### config.mk
export PLATFORM = sky130hd
export DESIGN_NAME = fetch_ctrl
export DESIGN_NICKNAME = d
export VERILOG_FILES = /design/src/rtl/fetch_ctrl_pkg.sv /design/src/rtl/fetch_perf_counters.sv /design/src/rtl/fetch_ctrl.sv
export SDC_FILE = /design/constraint.sdc
export NUM_CORES = 1
export LEC_CHECK = 0
export ABC_AREA = 0
export CAP_MARGIN = 20
export CORE_ASPECT_RATIO = 1.25
export CORE_MARGIN = 4
export CORE_UTILIZATION = 34
export DETAILED_ROUTE_END_ITERATION = 10
export PLACE_DENSITY = 0.85
export SYNTH_ARGS = -nofsm -noshare
export SYNTH_HDL_FRONTEND = slang
export SYNTH_HIERARCHICAL = 1
export SYNTH_SLANG_ARGS = --single-unit
### constraint.sdc
create_clock -name clk -period 1.7 [get_ports clk]
set_input_delay 0.255 -clock clk [delete_from_list [all_inputs] [get_ports clk]]
set_output_delay 0.255 -clock clk [all_outputs]
set_load 0.005 [all_outputs]
### src/rtl/fetch_ctrl_pkg.sv
// +----------------------------------------------------------------------+
// | Module  : fetch_ctrl_pkg                                             |
// | Brief   : Shared fetch-path types and constants (instruction address |
// |           and word types, reset/trap vectors, PC increment, fetch    |
// |           sequencer state encoding).                                 |
// | Rev     : 1.0  initial release                                       |
// +----------------------------------------------------------------------+
`default_nettype none

package fetch_ctrl_pkg;

    localparam int INSN_ADDR_W = 32;
    localparam int INSN_DATA_W = 32;

    typedef logic [INSN_ADDR_W-1:0] InsnAddrPath;
    typedef logic [INSN_DATA_W-1:0] InsnPath;

    localparam InsnAddrPath INSN_RESET_VECTOR = 32'h0000_0000;
    localparam InsnAddrPath INSN_PC_INC       = 32'h0000_0004;
    localparam InsnAddrPath INSN_TRAP_VECTOR  = 32'h0000_0100;

    // Fetch sequencer states; DRAIN means one response is still owed by
    // memory and must be thrown away before the next request.
    typedef enum logic [2:0] {
        IDLE  = 3'd0,
        REQ   = 3'd1,
        WAIT  = 3'd2,
        HOLD  = 3'd3,
        DRAIN = 3'd4
    } FetchCtrlState;

endpackage

`default_nettype wire

### src/rtl/fetch_perf_counters.sv
// +----------------------------------------------------------------------+
// | Module  : fetch_perf_counters                                        |
// | Brief   : Free-running 32-bit event counters for the fetch sequencer |
// |           (decode handshakes, stall cycles, flushes). Only built     |
// |           when FETCH_CTRL_PERF_CNT_EN is defined.                    |
// | Rev     : 1.0  initial release                                       |
// +----------------------------------------------------------------------+
`default_nettype none

module fetch_perf_counters (
    input  logic        clk,
    input  logic        rst,
    input  logic        fetched_i,
    input  logic        stall_i,
    input  logic        flush_i,
    output logic [31:0] perfFetched_o,
    output logic [31:0] perfStall_o,
    output logic [31:0] perfFlush_o
);

    logic [31:0] fetched_q;
    logic [31:0] stall_q;
    logic [31:0] flush_q;

    // Event counters; wrap naturally at 2^32.
    always_ff @(posedge clk) begin
        if (rst) begin
            fetched_q <= '0;
            stall_q   <= '0;
            flush_q   <= '0;
        end else begin
            if (fetched_i) fetched_q <= fetched_q + 32'd1;
            if (stall_i)   stall_q   <= stall_q + 32'd1;
            if (flush_i)   flush_q   <= flush_q + 32'd1;
        end
    end

    assign perfFetched_o = fetched_q;
    assign perfStall_o   = stall_q;
    assign perfFlush_o   = flush_q;

endmodule

`default_nettype wire

### src/rtl/fetch_ctrl.sv
// +----------------------------------------------------------------------+
// | Module  : fetch_ctrl                                                 |
// | Brief   : PC sequencer and instruction-memory handshake. Chooses     |
// |           hold / advance / load for the PC register each cycle and  |
// |           hands fetched words to decode with valid/ready.            |
// |           Optional macro FETCH_CTRL_PERF_CNT_EN adds perf counters.  |
// | Rev     : 1.0  initial release                                       |
// +----------------------------------------------------------------------+
`default_nettype none

module fetch_ctrl
    import fetch_ctrl_pkg::*;
#(
    parameter int                    ADDR_WIDTH  = INSN_ADDR_W,
    parameter int                    INSN_WIDTH  = INSN_DATA_W,
    parameter logic [ADDR_WIDTH-1:0] TRAP_VECTOR = INSN_TRAP_VECTOR
) (
    input  logic                  clk,
    input  logic                  rst,
    input  logic [ADDR_WIDTH-1:0] pcAddr,
    output logic                  pcWrEnable,
    output logic [ADDR_WIDTH-1:0] pcAddrIn,
    output logic                  imemReq,
    output logic [ADDR_WIDTH-1:0] imemAddr,
    input  logic                  imemGnt,
    input  logic                  imemValid,
    input  logic [INSN_WIDTH-1:0] imemData,
    output logic                  insnValid,
    output logic [INSN_WIDTH-1:0] insnOut,
    output logic [ADDR_WIDTH-1:0] insnAddr,
    input  logic                  decodeReady,
    input  logic                  redirectValid,
    input  logic [ADDR_WIDTH-1:0] redirectAddr,
    input  logic                  trap
`ifdef FETCH_CTRL_PERF_CNT_EN
    ,
    output logic [31:0]           perfFetched,
    output logic [31:0]           perfStall,
    output logic [31:0]           perfFlush
`endif
);

    FetchCtrlState         state_q, state_d;
    logic [INSN_WIDTH-1:0] insnOut_q, insnOut_d;
    logic [ADDR_WIDTH-1:0] insnAddr_q, insnAddr_d;

    logic                  flush_w;
    logic [ADDR_WIDTH-1:0] flushTarget_w;

    // Trap outranks a redirect arriving in the same cycle.
    assign flush_w       = trap | redirectValid;
    assign flushTarget_w = trap ? TRAP_VECTOR : redirectAddr;

    // Next-state and output decode; PC is held by default (pcWrEnable=1
    // writing back its own value) because the register increments otherwise.
    always_comb begin
        state_d    = state_q;
        insnOut_d  = insnOut_q;
        insnAddr_d = insnAddr_q;
        pcWrEnable = 1'b1;
        pcAddrIn   = pcAddr;
        imemReq    = 1'b0;
        imemAddr   = '0;
        insnValid  = 1'b0;

        if (flush_w) begin
            pcAddrIn = flushTarget_w;
        end

        case (state_q)
            IDLE: begin
                state_d = REQ;
            end
            REQ: begin
                imemReq  = 1'b1;
                imemAddr = pcAddr;
                // A grant taken in a flush cycle fetches the old PC, so its
                // response must be discarded.
                if (imemGnt) begin
                    state_d = flush_w ? DRAIN : WAIT;
                end
            end
            WAIT: begin
                if (flush_w) begin
                    // If the response lands in the flush cycle itself it is
                    // consumed here, so there is nothing left to drain.
                    state_d = imemValid ? REQ : DRAIN;
                end else if (imemValid) begin
                    insnOut_d  = imemData;
                    insnAddr_d = pcAddr;
                    state_d    = HOLD;
                end
            end
            HOLD: begin
                insnValid = 1'b1;
                if (flush_w) begin
                    state_d = REQ;
                end else if (decodeReady) begin
                    pcWrEnable = 1'b0;
                    state_d    = REQ;
                end
            end
            DRAIN: begin
                if (imemValid) begin
                    state_d = REQ;
                end
            end
            default: begin
                state_d = IDLE;
            end
        endcase
    end

    // State and captured instruction registers.
    always_ff @(posedge clk) begin
        if (rst) begin
            state_q    <= IDLE;
            insnOut_q  <= '0;
            insnAddr_q <= '0;
        end else begin
            state_q    <= state_d;
            insnOut_q  <= insnOut_d;
            insnAddr_q <= insnAddr_d;
        end
    end

    assign insnOut  = insnOut_q;
    assign insnAddr = insnAddr_q;

`ifdef FETCH_CTRL_PERF_CNT_EN
    logic perfHandshake_w;
    logic perfStallCyc_w;

    assign perfHandshake_w = (state_q == HOLD) & decodeReady & ~flush_w;
    assign perfStallCyc_w  = (state_q == REQ) | (state_q == WAIT) | (state_q == DRAIN);

    fetch_perf_counters u_perf (
        .clk           (clk),
        .rst           (rst),
        .fetched_i     (perfHandshake_w),
        .stall_i       (perfStallCyc_w),
        .flush_i       (flush_w),
        .perfFetched_o (perfFetched),
        .perfStall_o   (perfStall),
        .perfFlush_o   (perfFlush)
    );
`endif

endmodule

`default_nettype wire

; ---- Word level (Yosys, flattened, before mapping)
; Cells that the tools add are included.
[op_classes]
n_addsub = 0
n_mul = 0
div = 0
n_lt_le_gt_ge = 0
n_eq_ne = 8
n_shift = 0
muxes = 17
bitwise_logic = 2
n_reduce_logical = 3
[op_table]
columns = cell, count
row1 = $mux 32, 3
row2 = $mux 3, 8
row3 = $pmux 3 s5, 1
row4 = $eq 3x2->1 const B, 2
row5 = $ne 3x3->1 const B, 2
row6 = $mux 1, 5
row7 = $ne 2x2->1 const B, 2
row8 = $reduce_and 4->1, 1
row9 = $eq 3x1->1 const B, 1
row10 = $eq 3x3->1 const B, 1
row11 = $logic_not 3->1, 1
row12 = $reduce_and 3->1, 1
row13 = $not 1->1, 1
row14 = $or 1x1->1, 1
[word_totals]
regBits = 67
latchBits = 0
mem_bits_rw = 0
romBits = 0
inputBits = 103
output_inout_bits = 131
word_cells = 33
mem_count = 0

; ---- Logic depth before layout (Yosys ltp)
; Gate-level depths: netlist (run 1).
[logic_depth]
depth_word = 4
mapped_depth = 7
ltp_nobuf = 4

; ---- Least setup slack after synthesis (run 1)
; Ideal clock, no wire load.
[synth_path]
kind = register to output
start = register state_q[1]
end = output port imemAddr[22]
arrival_ps = 1145
required_ps = 1445
slack_ps = 300
path_stages_with_launch = 5
n_path_buf = 2
path_cell_list = dfxtp_1 > buf_2 > nor3b_2 > clkbuf_1 > and2_1
[synth_between]
elab_chain_len = 2
[synth_lines]
columns = element, line_no
row1 = "start, declared", fetch_ctrl.sv:43  ; FetchCtrlState state_q, state_d;
row2 = "start signal, assigned", fetch_ctrl.sv:121  ; state_q <= state_d;
row3 = $eq 3x1->1, fetch_ctrl.sv:70  ; case (state_q)
row4 = $mux 32, fetch_ctrl.sv:70
row5 = "end, declared", fetch_ctrl.sv:24  ; output logic [ADDR_WIDTH-1:0] imemAddr,
; Every way passes these cells.

; ---- Worst setup path after layout (run 1)
[layout_path]
start = register state_q[2]
end = output port imemAddr[12]
; The elaborated chain is that of the path after synthesis.

==> key figures, run 1 <==
Critical path
  – Cells on worst reg2reg path: 8
  – Worst R2R Setup Slack: 0.09 ns
  – Crit path DAT: 1.50 ns
  – Critical path class: flip-flop to output port
  – Crit path capture type: output port
  – R2r startpoint: state_q[0]
  – RR Endpoint: state_q[2]
  – CP max FO: 6
  – Critical Path Source Type: flip-flop
  – Worst EP required: 1.44 ns

Logic synthesis
  – Yosys reg bits: 67
  – Distinct cell type count after synthesis: 28
  – Syn_nets: 519
  – Largest family of logic cells by synthesized area: simple AND/OR/NAND/NOR gates
  – Adder-cell share of the synthesized area: 0
  – Yosys warnings: 6
  – Gate Count Post-Synth: 416
  – XOR/XNOR Fraction of Synth Area: 0.00277
  – Synth Area in Compound Gates: 0.116
  – Average size of a mapped cell: 7.59 um^2
  – Post-synthesis mux area share: 0.105
  – Cell Area, Synth: 0.00316 mm^2
  – Main flop type after synthesis: dfxtp_1
  – Synth Area in Simple Gates: 0.298
  – Number of enable flip-flop cells after synthesis: 0
  – Seq/Total Area, Yosys: 0.425
  – Async set or reset register ratio after synthesis: 0

Timing
  – Minimum clock period: 1.75 ns
  – Final WS setup: -0.0548 ns
  – Fmax: 0.570 GHz
  – Fin. Hold Viols: 0
  – Hold Slack: 0.250 ns
  – Max transition margin: 0.751
  – RSZ-0062 raised after global routing: yes
  – Tcrit/Tclk final: 1.03
  – Worst slew pin tran: 0.374 ns
  – Final Skew: 0.00768 ns
  – Final setup fails: 14
  – Number of max-slew violations in the final report: 0

Clock tree
  – CTS tree: yes
  – Post-CTS Hold Buffers: 0
  – H-tree Lvls: 3
  – Clk slew on worst S/H paths: 0.06 ns
  – Total CTS buffers: 9
  – Skew-Pair Late Insertion Delay: 0.33 ns
  – Clock Tree Root: clkbuf_16
  – CTS Sinks: 67
  – Clk buf depth: 2

Placed design
  – Final RePlAce weighted congestion: 0.836
  – Setup WS pre-CTS: -0.191 ns
  – PortBufs: 233
  – DP HPWL: 9380 um
  – Placed Area: 0.00576 mm^2

Die
  – Die Height: 116 um
  – Starting Density: 0.346
  – Row count: 39
  – Die width: 94.2 um
  – Core area: 0.00913 mm^2
  – I/O pin cnt: 234
  – Die area: 0.0109 mm^2

Global route
  – Final global-route overflow total: 0
  – Initial antenna violation count: 0
  – Vias in the first global route: 3782
  – Largest net degree at the start of global routing: 37
  – First-pass GRT wire length: 18800 um
  – Total Routing Usage GR: 0.220

Route
  – DR iter-0 viols: 188
  – Routed WL: 13000 um
  – Drc violations: 0
  – DR vias/cell: 4.85
  – DR pass1 iterations: 4
  – Routed Antenna Nets: 0
  – Routed WL per cell: 16.4 um
  – Via Count: 3849

Layout
  – Net count, final: 769
  – Layout cells sized above 1: 0.176
  – Fillers: 692
  – Area delta synth->final: 99.2%
  – Design area: 0.00629 mm^2
  – Commonest non-fill, non-tap cell in the layout: clkdlybuf4s50_1
  – Commonest cells after routing, fill and taps aside: 156 x clkdlybuf4s50_1, 129 x nand2_1, 66 x a21oi_1, 64 x dfxtp_1
  – # diodes: 0
  – Final core occ: 0.690

Power
  – Max VDD drop: 0.000615 V
  – PnR Total Power: 4.36 mW
  – Power density cells: 693 mW/mm^2
  – Leak: 2.74 nW

Status
  – Status: complete, but fails checks
  – Failing checks: negative setup slack

Worst hold path
  – Hold Path Stages: 3
  – Worst hold start: pcAddr[7]
  – Worst Hold Class: primary input to flip-flop
  – Hold Path Sink: insnAddr[7]

Job
  – Max Cap Violations: 0
critical path, stage by stage, from the launching register on:
cell,delay [ns]
dfxtp_2,0.33
nor3b_4,0.23
buf_6,0.16
buf_12,0.12
buf_6,0.10
and2_1,0.11
buf_2,0.11
cells by family after synthesis:
kind of cell | Yosys count
buffers and inverters | 33
xor gates and xnor gates | 1
and+or+nand+nor | 211
DFF | 67
muxes | 33
AOI/OAI and AO/OA | 71
power breakdown:
part / switching, mW / internal [mW]
registers: 0.00754 / 1.58
logic: 0.379 / 0.673
clock network: 0.719 / 1.00
total: 1.11 / 3.26
cells in the mapped netlist, types with 2 or more instances:
master,instances,area (um^2)
nor2b_1,3,18.8
nor2_1,33,124
nand2_1,129,484
and2_1,32,200
dfxtp_1,67,1340
buf_2,11,55.1
clkbuf_1,13,48.8
nand2b_1,3,18.8
a21o_1,2,15.0
buf_4,7,52.6
or4_1,2,15.0
a21oi_1,66,330
mux2i_1,33,330
worst max path at each step:
stage | to | startpoint | depth (start not counted) | slack (ns)
global route | imemAddr[13] | state_q[2] | 6 | -0.10
floorplan | imemAddr[22] | state_q[1] | 4 | 0.30
CTS | imemAddr[17] | state_q[1] | 6 | -0.14
finish | imemAddr[12] | state_q[2] | 6 | -0.05
global placement | pcWrEnable | trap | 5 | -0.18
detailed placement | pcAddrIn[8] | trap | 4 | -0.19
routing by layer:
metal | track usage | vias to the layer above | wire [um]
li1 | - | 1855 | -
met1 | 0.227 | 1796 | 4580
met2 | 0.416 | 172 | 6930
met3 | 0.0688 | 26 | 1230
met4 | 0.0790 | 0 | 280
met5 | 0 | - | 0
state kept, by name, summed over array words and instances (netlist names):
register,cells
state_q,3
insnAddr,32
insnOut,32
through the flow:
| step | setup TNS (ns) | instances |
|---|---|---|
| 2_1_floorplan | 0 | 416 |
| 3_3_place_gp | -9.01 | 766 |
| 3_5_place_dp | -11.56 | 766 |
| 4_1_cts | -1.09 | 794 |
| 5_1_grt | -1.31 | 794 |
| 6_report | -0.581 | 794 |
timing repair:
action / in CTS / in global routing
pin swaps: 5 / 2
endpoints found under the setup margin: 67 / 50
buffers inserted: 9 / 2
gates resized for setup: 186 / 57
cloned: 3 / 1
cell type report:
| cell class | count | area (um^2) | area share |
|---|---|---|---|
| repair buffers | 271 | 2800 | 0.445 |
| multi-input cells | 316 | 1710 | 0.272 |
| inverters | 1 | 3.75 | 0.000597 |
| clock buffers | 10 | 229 | 0.0364 |
| well taps | 123 | 154 | 0.0245 |
| flip-flops and latches | 67 | 1350 | 0.214 |
| clock inverters | 6 | 50.0 | 0.00795 |
Power figures use the tool's default switching activity.
==> inputs of run 2 (changes only) <==
--- a/config.mk
+++ b/config.mk
@@ -5,13 +5,13 @@
 export SDC_FILE = /design/constraint.sdc
 export NUM_CORES = 1
 export LEC_CHECK = 0
-export ABC_AREA = 0
+export ABC_AREA = 1
 export CAP_MARGIN = 20
 export CORE_ASPECT_RATIO = 1.25
 export CORE_MARGIN = 4
 export CORE_UTILIZATION = 34
 export DETAILED_ROUTE_END_ITERATION = 10
-export PLACE_DENSITY = 0.85
+export PLACE_DENSITY = 0.87
 export SYNTH_ARGS = -nofsm -noshare
 export SYNTH_HDL_FRONTEND = slang
 export SYNTH_HIERARCHICAL = 1
==> run 2 against run 1 <==
  * The run now ends clean
  * Critical path type is now primary input to output port
  * Wire length grew 9.6%
  * Largest cell class unchanged
  * Clock skew is 0.0018 ns lower
  * Count of clock-buffer cells in the layout up 2
  * Sequential power up 6%
  * Via count increased by 9.0%
  * Fmax grew 6.5%
==> key figures, run 2 <==
Clock tree
  – Clock Tree Root: clkbuf_8
  – CTS Sinks: 67 (unchanged)
  – Total CTS buffers: 9 (unchanged)
  – H-tree Lvls: 3 (unchanged)
  – CTS tree: yes
  – Clk buf depth: 2 (unchanged)
  – Post-CTS Hold Buffers: 0 (unchanged)
  – Skew-Pair Late Insertion Delay: 0.34 ns (about the same)
  – Clk slew on worst S/H paths: 0.07 ns (about the same)

Critical path
  – Cell seen most often among critical-path stages: dlygate4sd2_1
  – Slowest CP cell: dlygate4sd2_1
  – Critical path class: primary input to output port
  – Crit path capture type: output port
  – CP peak stage delay: 0.26 ns (-0.07 ns)
  – Crit path DAT: 1.39 ns (-0.11 ns)
  – CP max FO: 8 (+2)
  – Critical-path cell list: dlygate4sd2_1 > inv_2 > nor2_4 > buf_4 > buf_12 > nand2_1 > o21ai_1 > dlygate4sd2_1
  – Worst EP required: 1.44 ns (about the same)
  – Critical Path Source Type: primary input

Logic synthesis
  – Average size of a mapped cell: 6.70 um^2 (-12%)
  – Gate Count Post-Synth: 449 (+7.9%)
  – Post-synthesis mux area share: 0 (-0.105)
  – Cell Area, Synth: 0.00301 mm^2 (-4.8%)
  – Synth Area in Compound Gates: 0.218 (+0.102)
  – Area share of the largest cell type after synthesis: 0.446 (+0.0214)
  – Top post-synthesis cells by area: dfxtp_1 45%, o21ai_0 15%, nor2_1 14%
  – Number of enable flip-flop cells after synthesis: 0 (unchanged)
  – Syn_nets: 552 (+6.4%)
  – Main flop type after synthesis: dfxtp_1
  – XOR/XNOR Fraction of Synth Area: 0 (-0.00277)
  – Distinct cell type count after synthesis: 16 (-43%)
  – Adder-cell share of the synthesized area: 0 (unchanged)
  – Most common cell in the netlist: nor2_1
  – Synth Area in Simple Gates: 0.234 (-0.0637)
  – Largest family of logic cells by synthesized area: simple AND/OR/NAND/NOR gates
  – Synth top cells by count: 114 x nor2_1, 93 x o21ai_0, 67 x dfxtp_1, 52 x nand2_1, 44 x inv_1
  – Seq/Total Area, Yosys: 0.446 (+0.0214)
  – Async set or reset register ratio after synthesis: 0 (unchanged)
  – Yosys warnings: 6 (unchanged)
  – Cell accounting for the most synthesized area: dfxtp_1
  – Yosys reg bits: 67 (unchanged)

Global route
  – Vias in the first global route: 4222 (+12%)
  – Initial antenna violation count: 0 (unchanged)
  – Largest net degree at the start of global routing: 67 (+81%)
  – Total Routing Usage GR: 0.254 (+0.0337)
  – Final global-route overflow total: 0 (unchanged)
  – First-pass GRT wire length: 20900 um (+11%)

Route
  – Routed WL: 14300 um (+9.6%)
  – DR vias/cell: 4.92 (+1.5%)
  – Routed Antenna Nets: 0 (unchanged)
  – DR iter-0 viols: 183 (-2.7%)
  – Drc violations: 0 (unchanged)
  – DR pass1 iterations: 5 (+1)
  – Via Count: 4196 (+9.0%)
  – Routed WL per cell: 16.7 um (+2.0%)

Power
  – Power density cells: 821 mW/mm^2 (+18%)
  – Leak: 2.86 nW (+4.5%)
  – PnR Total Power: 5.05 mW (+16%)
  – Max VDD drop: 0.000517 V (-16%)

Status
  – Status: complete, no violations

Worst hold path
  – Worst Hold Class: primary input to flip-flop

Die
  – Die area: 0.0104 mm^2 (-4.4%)
  – I/O pin cnt: 234 (unchanged)
  – Row count: 38 (-2.6%)
  – Core area: 0.00865 mm^2 (-5.2%)
  – Die width: 92.1 um (-2.2%)
  – Starting Density: 0.347 (+0.00137)
  – Die Height: 113 um (-2.3%)

Timing
  – Minimum clock period: 1.65 ns (-0.107 ns)
  – Max transition margin: 0.830 (+0.0792)
  – Final setup fails: 0 (-14)
  – Fmax: 0.607 GHz (+6.5%)
  – Tcrit/Tclk final: 0.969 (-0.0630)
  – Worst slew pin tran: 0.253 ns (-0.121 ns)
  – Number of max-slew violations in the final report: 0 (unchanged)
  – Fin. Hold Viols: 0 (unchanged)
  – Final Skew: 0.00588 ns (-0.00181 ns)
  – RSZ-0062 raised after global routing: yes
  – Hold Slack: 0.495 ns (+0.245 ns)
  – Setup_tns: 0 ns (+0.581 ns)

Placed design
  – DP HPWL: 9600 um (+2.4%)
  – PortBufs: 233 (unchanged)
  – Final RePlAce weighted congestion: 0.945 (+13%)

Job
  – Max Cap Violations: 0 (unchanged)

Layout
  – Commonest cells after routing, fill and taps aside: 164 x clkdlybuf4s50_1, 95 x nor2_1, 85 x o21ai_0, 64 x dfxtp_1, 51 x nand2_1
  – Layout cells sized above 1: 0.201 (+0.0247)
  – Commonest non-fill, non-tap cell in the layout: clkdlybuf4s50_1
  – Net count, final: 831 (+8.1%)
  – Area delta synth->final: 105%
  – # diodes: 0 (unchanged)
-- run 2: cell types whose count changed in the layout (fill, tap and decap cells not counted), sizes merged, moves of 14 or more --
| cell | change |
|---|---|
| mux2i | -33 |
| nor2 | +83 |
| a21oi | -32 |
| and2 | -32 |
| dlymetal6s2s | -19 |
| nand2 | -77 |
| inv | +42 |
| dlygate4sd2 | +14 |
| clkbuf | +16 |
| o21ai | +96 |
-- run 2: path summary, 6_finish.rpt --
| check | startpoint | endpoint | slack (ns) | cells past startpoint |
|---|---|---|---|---|
| worst max register to register | state_q[1] | insnAddr[30] | 0.10 | 8 |
| worst max-delay path | redirectValid | pcAddrIn[15] | 0.05 | 8 |
| worst min register to register | insnOut[21] | insnOut[21] | 0.51 | 2 |
| worst min-delay path | imemData[27] | insnOut[27] | 0.49 | 3 |
-- run 2: per-layer routing --
layer  vias up  routed length [um]  GRT usage
li1       1981                   -          -
met1      1916                5050      0.258
met2       260                7140      0.443
met3        39                1480     0.0977
met4         0                 598      0.145
met5         -                   0          0
-- run 2: cells by family (layout without fill, tap and decap cells) --
group,count (synthesis),after routing
simple gates,177,177
compound gates,131,131
buf+inv,74,358
flops,67,67
-- run 2: layout make-up --
| type | instances | area [um^2] |
|---|---|---|
| clock buffer | 12 | 155 |
| clock inverter | 4 | 25.0 |
| fill | 665 | 2500 |
| inverter | 45 | 169 |
| multi-input combinational | 308 | 1460 |
| sequential | 67 | 1350 |
| tap | 120 | 150 |
| timing repair buffer | 297 | 2840 |
-- run 2: through the flow --
| stage | setup slack [ns] | area (um^2) | instances | util |
|---|---|---|---|---|
| after global routing | -0.0296 | 6150 | 853 | 0.711 |
| after floorplan | 0.421 | 3010 | 449 | - |
| after detailed placement | -0.423 | 5810 | 822 | 0.671 |
| after CTS | -0.107 | 6140 | 852 | 0.710 |
| after global placement | -0.431 | 5810 | 822 | 0.671 |
| final | 0.0523 | 6150 | 853 | 0.711 |
-- run 2: power breakdown --
group / switching, mW / internal, mW
logic: 0.989 / 1.14
registers: 0.0472 / 1.65
clock network: 0.619 / 0.605
-- run 2: what timing repair did --
item / in CTS / in global routing
pin swaps: 2 / 3
gates resized for setup: 158 / 53
buffers inserted: 10 / 1
setup endpoints to repair: 67 / 46
cloned: 4 / 2
-- run 2: critical path: cells and delay by family --
kind,cells,cell delay (ns)
buf+inv,5,0.85
simple gates,2,0.22
compound gates,1,0.07
==> variant 1, RTL diff (settings of run 1) <==
Build with the macro `FETCH_CTRL_PERF_CNT_EN` defined.
--- a/src/rtl/fetch_ctrl.sv
+++ b/src/rtl/fetch_ctrl.sv
@@ -7,6 +7,8 @@
 // | Rev     : 1.0  initial release                                       |
 // +----------------------------------------------------------------------+
 `default_nettype none
+
+`define FETCH_CTRL_PERF_CNT_EN
 
 module fetch_ctrl
     import fetch_ctrl_pkg::*;
Behaviour (old outputs only; new: perfFetched, perfFlush and perfStall): unchanged (equiv_simple and equiv_induct, registers matched by name and starting in step).
==> variant 1 against run 1 <==
- the flow still finishes with violations (setup timing)
- routed wire length grew to 2.6 times the old value
- clock power grew 140%
- setup slack lost 0.42 ns
- area after synthesis grew 150%
- cell area grew 130%
- sequential power grew 140%
- critical path depth grew 2
- total power grew 120%
- hold slack lost 0.10 ns
- sequential cell count grew 96
- critical path type is now flop to flop
- critical endpoint is now u_perf/perfFetched_o[22]
==> variant 1: results (changes against run 1) <==
Status -> finished with violations
Failing checks -> setup timing
WL final -> 33200 um (+160%)
Setup violations, final -> 104 (+90)
Clock net power -> 4.14 mW (+140%)
Largest delay share family, worst path -> simple AND/OR/NAND/NOR gates
Drt pass-1 iters -> 9 (+5)
Slowest stage delay, CP -> 0.53 ns (+0.20 ns)
Sw Share -> 25.2% (-0.14 points)
Total CTS buffers -> 17 (+8)
Clock skew -> 0.0164 ns (+0.00868 ns)
Setup ws final -> -0.471 ns (-0.416 ns)
Rel. slew slack -> 66.4% (-8.7 points)
Met2 GRT Util -> 42.4% (+0.80 points)
Max layer used -> met5
Routing usage on met3 -> 7.41% (+0.53 points)
Syn Nets -> 1059 (+100%)
GRT Resource Usage Total -> 24.0% (+2.0 points)
Metal3 WL -> 2880 um (+130%)
Adder-Cell Fraction of Synth Area -> 0.481% (+0.48 points)
DP Wirelength -> 22300 um (+140%)
Layout Cells excl Fill -> 1731 (+120%)
First-pass GRT wire length -> 48700 um (+160%)
Placer Congestion -> 0.873 (+4.4%)
CTS HTree Levels -> 4 (+1)
Critical-path top delay cell -> or4_1
Worst skew pair latency -> 0.42 ns (+0.09 ns)
-- variant 1: cell types whose count changed in the layout (fill, tap and decap cells not counted), sizes merged, moves of 31 or more --
cell           before  now
clkdlybuf4s50     156  202
nor2               34   74
a21oi              66  123
dfxtp              67  163
nand4               1   32
or4                 2   36
buf                70  220
-- variant 1: worst max path at each step --
stage               start                        to  slack [ns]  cells past startpoint
6_report       state_q[0]  u_perf/perfFetched_o[22]       -0.47                      8
5_1_grt        state_q[0]  u_perf/perfFetched_o[20]       -0.52                      8
4_1_cts        state_q[0]  u_perf/perfFetched_o[20]       -0.43                      8
3_5_place_dp         trap  u_perf/perfFetched_o[20]       -0.78                      8
3_3_place_gp         trap  u_perf/perfFetched_o[20]       -0.78                      8
2_1_floorplan  state_q[2]  u_perf/perfFetched_o[20]       -0.52                      9
-- variant 1: layout make-up --
cell class,instances,area share [%]
clock inverters,14,1.35
repair buffers,522,36.3
clock buffers,18,3.03
flip-flops and latches,163,23.3
inverters,16,0.442
well taps,283,2.50
multi-input cells,715,33.0
==> variant 2, RTL diff (flow settings as in run 1) <==
Without the edit above. The 5 states of `FetchCtrlState` get a Gray code encoding in 3 bits.
--- a/src/rtl/fetch_ctrl_pkg.sv
+++ b/src/rtl/fetch_ctrl_pkg.sv
@@ -22,11 +22,11 @@
     // Fetch sequencer states; DRAIN means one response is still owed by
     // memory and must be thrown away before the next request.
     typedef enum logic [2:0] {
-        IDLE  = 3'd0,
-        REQ   = 3'd1,
-        WAIT  = 3'd2,
-        HOLD  = 3'd3,
-        DRAIN = 3'd4
+        IDLE  = 3'b000,
+        REQ   = 3'b001,
+        WAIT  = 3'b011,
+        HOLD  = 3'b010,
+        DRAIN = 3'b110
     } FetchCtrlState;
 
 endpackage
Function: no difference found for any inputs over 10 cycles, from zero or initial values and one cycle with rst high; not proved beyond that.
==> variant 2 against run 1 <==
- the flow still finishes with violations (setup timing)
- area after synthesis rose by 7.7%
- setup slack improved by 0.033 ns
- total power rose by 11%
- routed wire length rose by 15%
- cell area rose by 5.1%
- sequential cell count did not move
- global-route usage rose by 1.4 points
- critical path type unchanged
- critical endpoint is now imemAddr[6]
- largest power group unchanged
==> variant 2: results (changes against run 1) <==
Status -> finished with violations
Failing checks -> setup timing
Worst-path clk slew -> 0.06 ns (about the same)
Most frequent cells after synthesis -> dfxtp_1, a21oi_1, nand3_1
Via-per-instance ratio -> 5.32 (+9.7%)
Combinational power share -> 25.4% (+1.3 points)
Sw Share -> 25.4% (+0.058 points)
Fillers -> 736 (+6.4%)
Post-synthesis compound-gate area fraction -> 20.9% (+9.3 points)
Pin count of the biggest net entering global routing -> 67 (+81%)
Rel. slew slack -> 66.8% (-8.3 points)
Yosys cell types -> 27 (-3.6%)
# nets final -> 780 (+1.4%)
Post-CTS setup buffer count -> 8 (-1)
Metal-1 WL -> 5680 um (+24%)
Leakage -> 2.87 nW (+5.0%)
Sequential Power Share -> 33.1% (-3.3 points)
Mux cell area share after synthesis -> 9.12% (-1.3 points)
XOR/XNOR Fraction of Synth Area -> 0% (-0.28 points)
Metal3 WL -> 1270 um (+3.2%)
Met2 GRT Util -> 41.6% (+0.066 points)
Vias in the first global route -> 4198 (+11%)
Critical-path top delay cell -> dfxtp_2
Met2 routed WL -> 7510 um (+8.4%)
Starting DRT DRC Count -> 147 (-22%)
Post-synthesis sequential area ratio -> 39.4% (-3.0 points)
Routing usage on met3 -> 5.87% (-1.0 points)
R2R setup slack -> 0.19 ns (+0.10 ns)
DP Area -> 6000 sq um (+4.1%)
WL final -> 15000 um (+15%)
Met1 GRT Util -> 26.5% (+3.9 points)
Layout cell share with drive strength beyond 1 -> 19.4% (+1.8 points)
Placer Congestion -> 0.867 (+3.7%)
Setup ws final -> -0.0222 ns (+0.0326 ns)
DP Wirelength -> 10100 um (+7.9%)
Setup violations, final -> 1 (-13)
Top cells by area, synth -> dfxtp_1, a21oi_1, nand3_1
Post-cts sizing count -> 158 (-15%)
GRT Resource Usage Total -> 23.5% (+1.4 points)
First-pass GRT wire length -> 22300 um (+19%)
Maximum VDD drop -> 0.605 mV (-1.6%)
-- variant 2: layout make-up --
type / instances / area share, %
Multi-Input combinational cell: 317 / 28.7
Tap cell: 126 / 2.38
Sequential cell: 67 / 20.3
Timing Repair Buffer: 282 / 43.7
Clock inverter: 6 / 1.34
Clock buffer: 10 / 3.61
-- variant 2: final timing paths --
check                                  from          end  depth (start not counted)
worst max-delay path             state_q[2]  imemAddr[6]                          7
worst min-delay path                    rst   state_q[1]                          2
worst max register to register   state_q[2]   state_q[2]                          6
worst min register to register  insnOut[12]  insnOut[12]                          2
-- variant 2: stage by stage --
stage | total power [mW] | hold WS (ns) | setup TNS [ns] | std cells
finish | 4.83 | 0.144 | -0.0222 | 808
floorplan | 2.02 | 0.397 | 0 | 431
global placement | 2.69 | 0.464 | -10.07 | 778
CTS | 4.80 | 0.133 | -3.03 | 805
detailed placement | 2.71 | 0.472 | -14.02 | 778
global route | 5.01 | 0.156 | -0.589 | 808
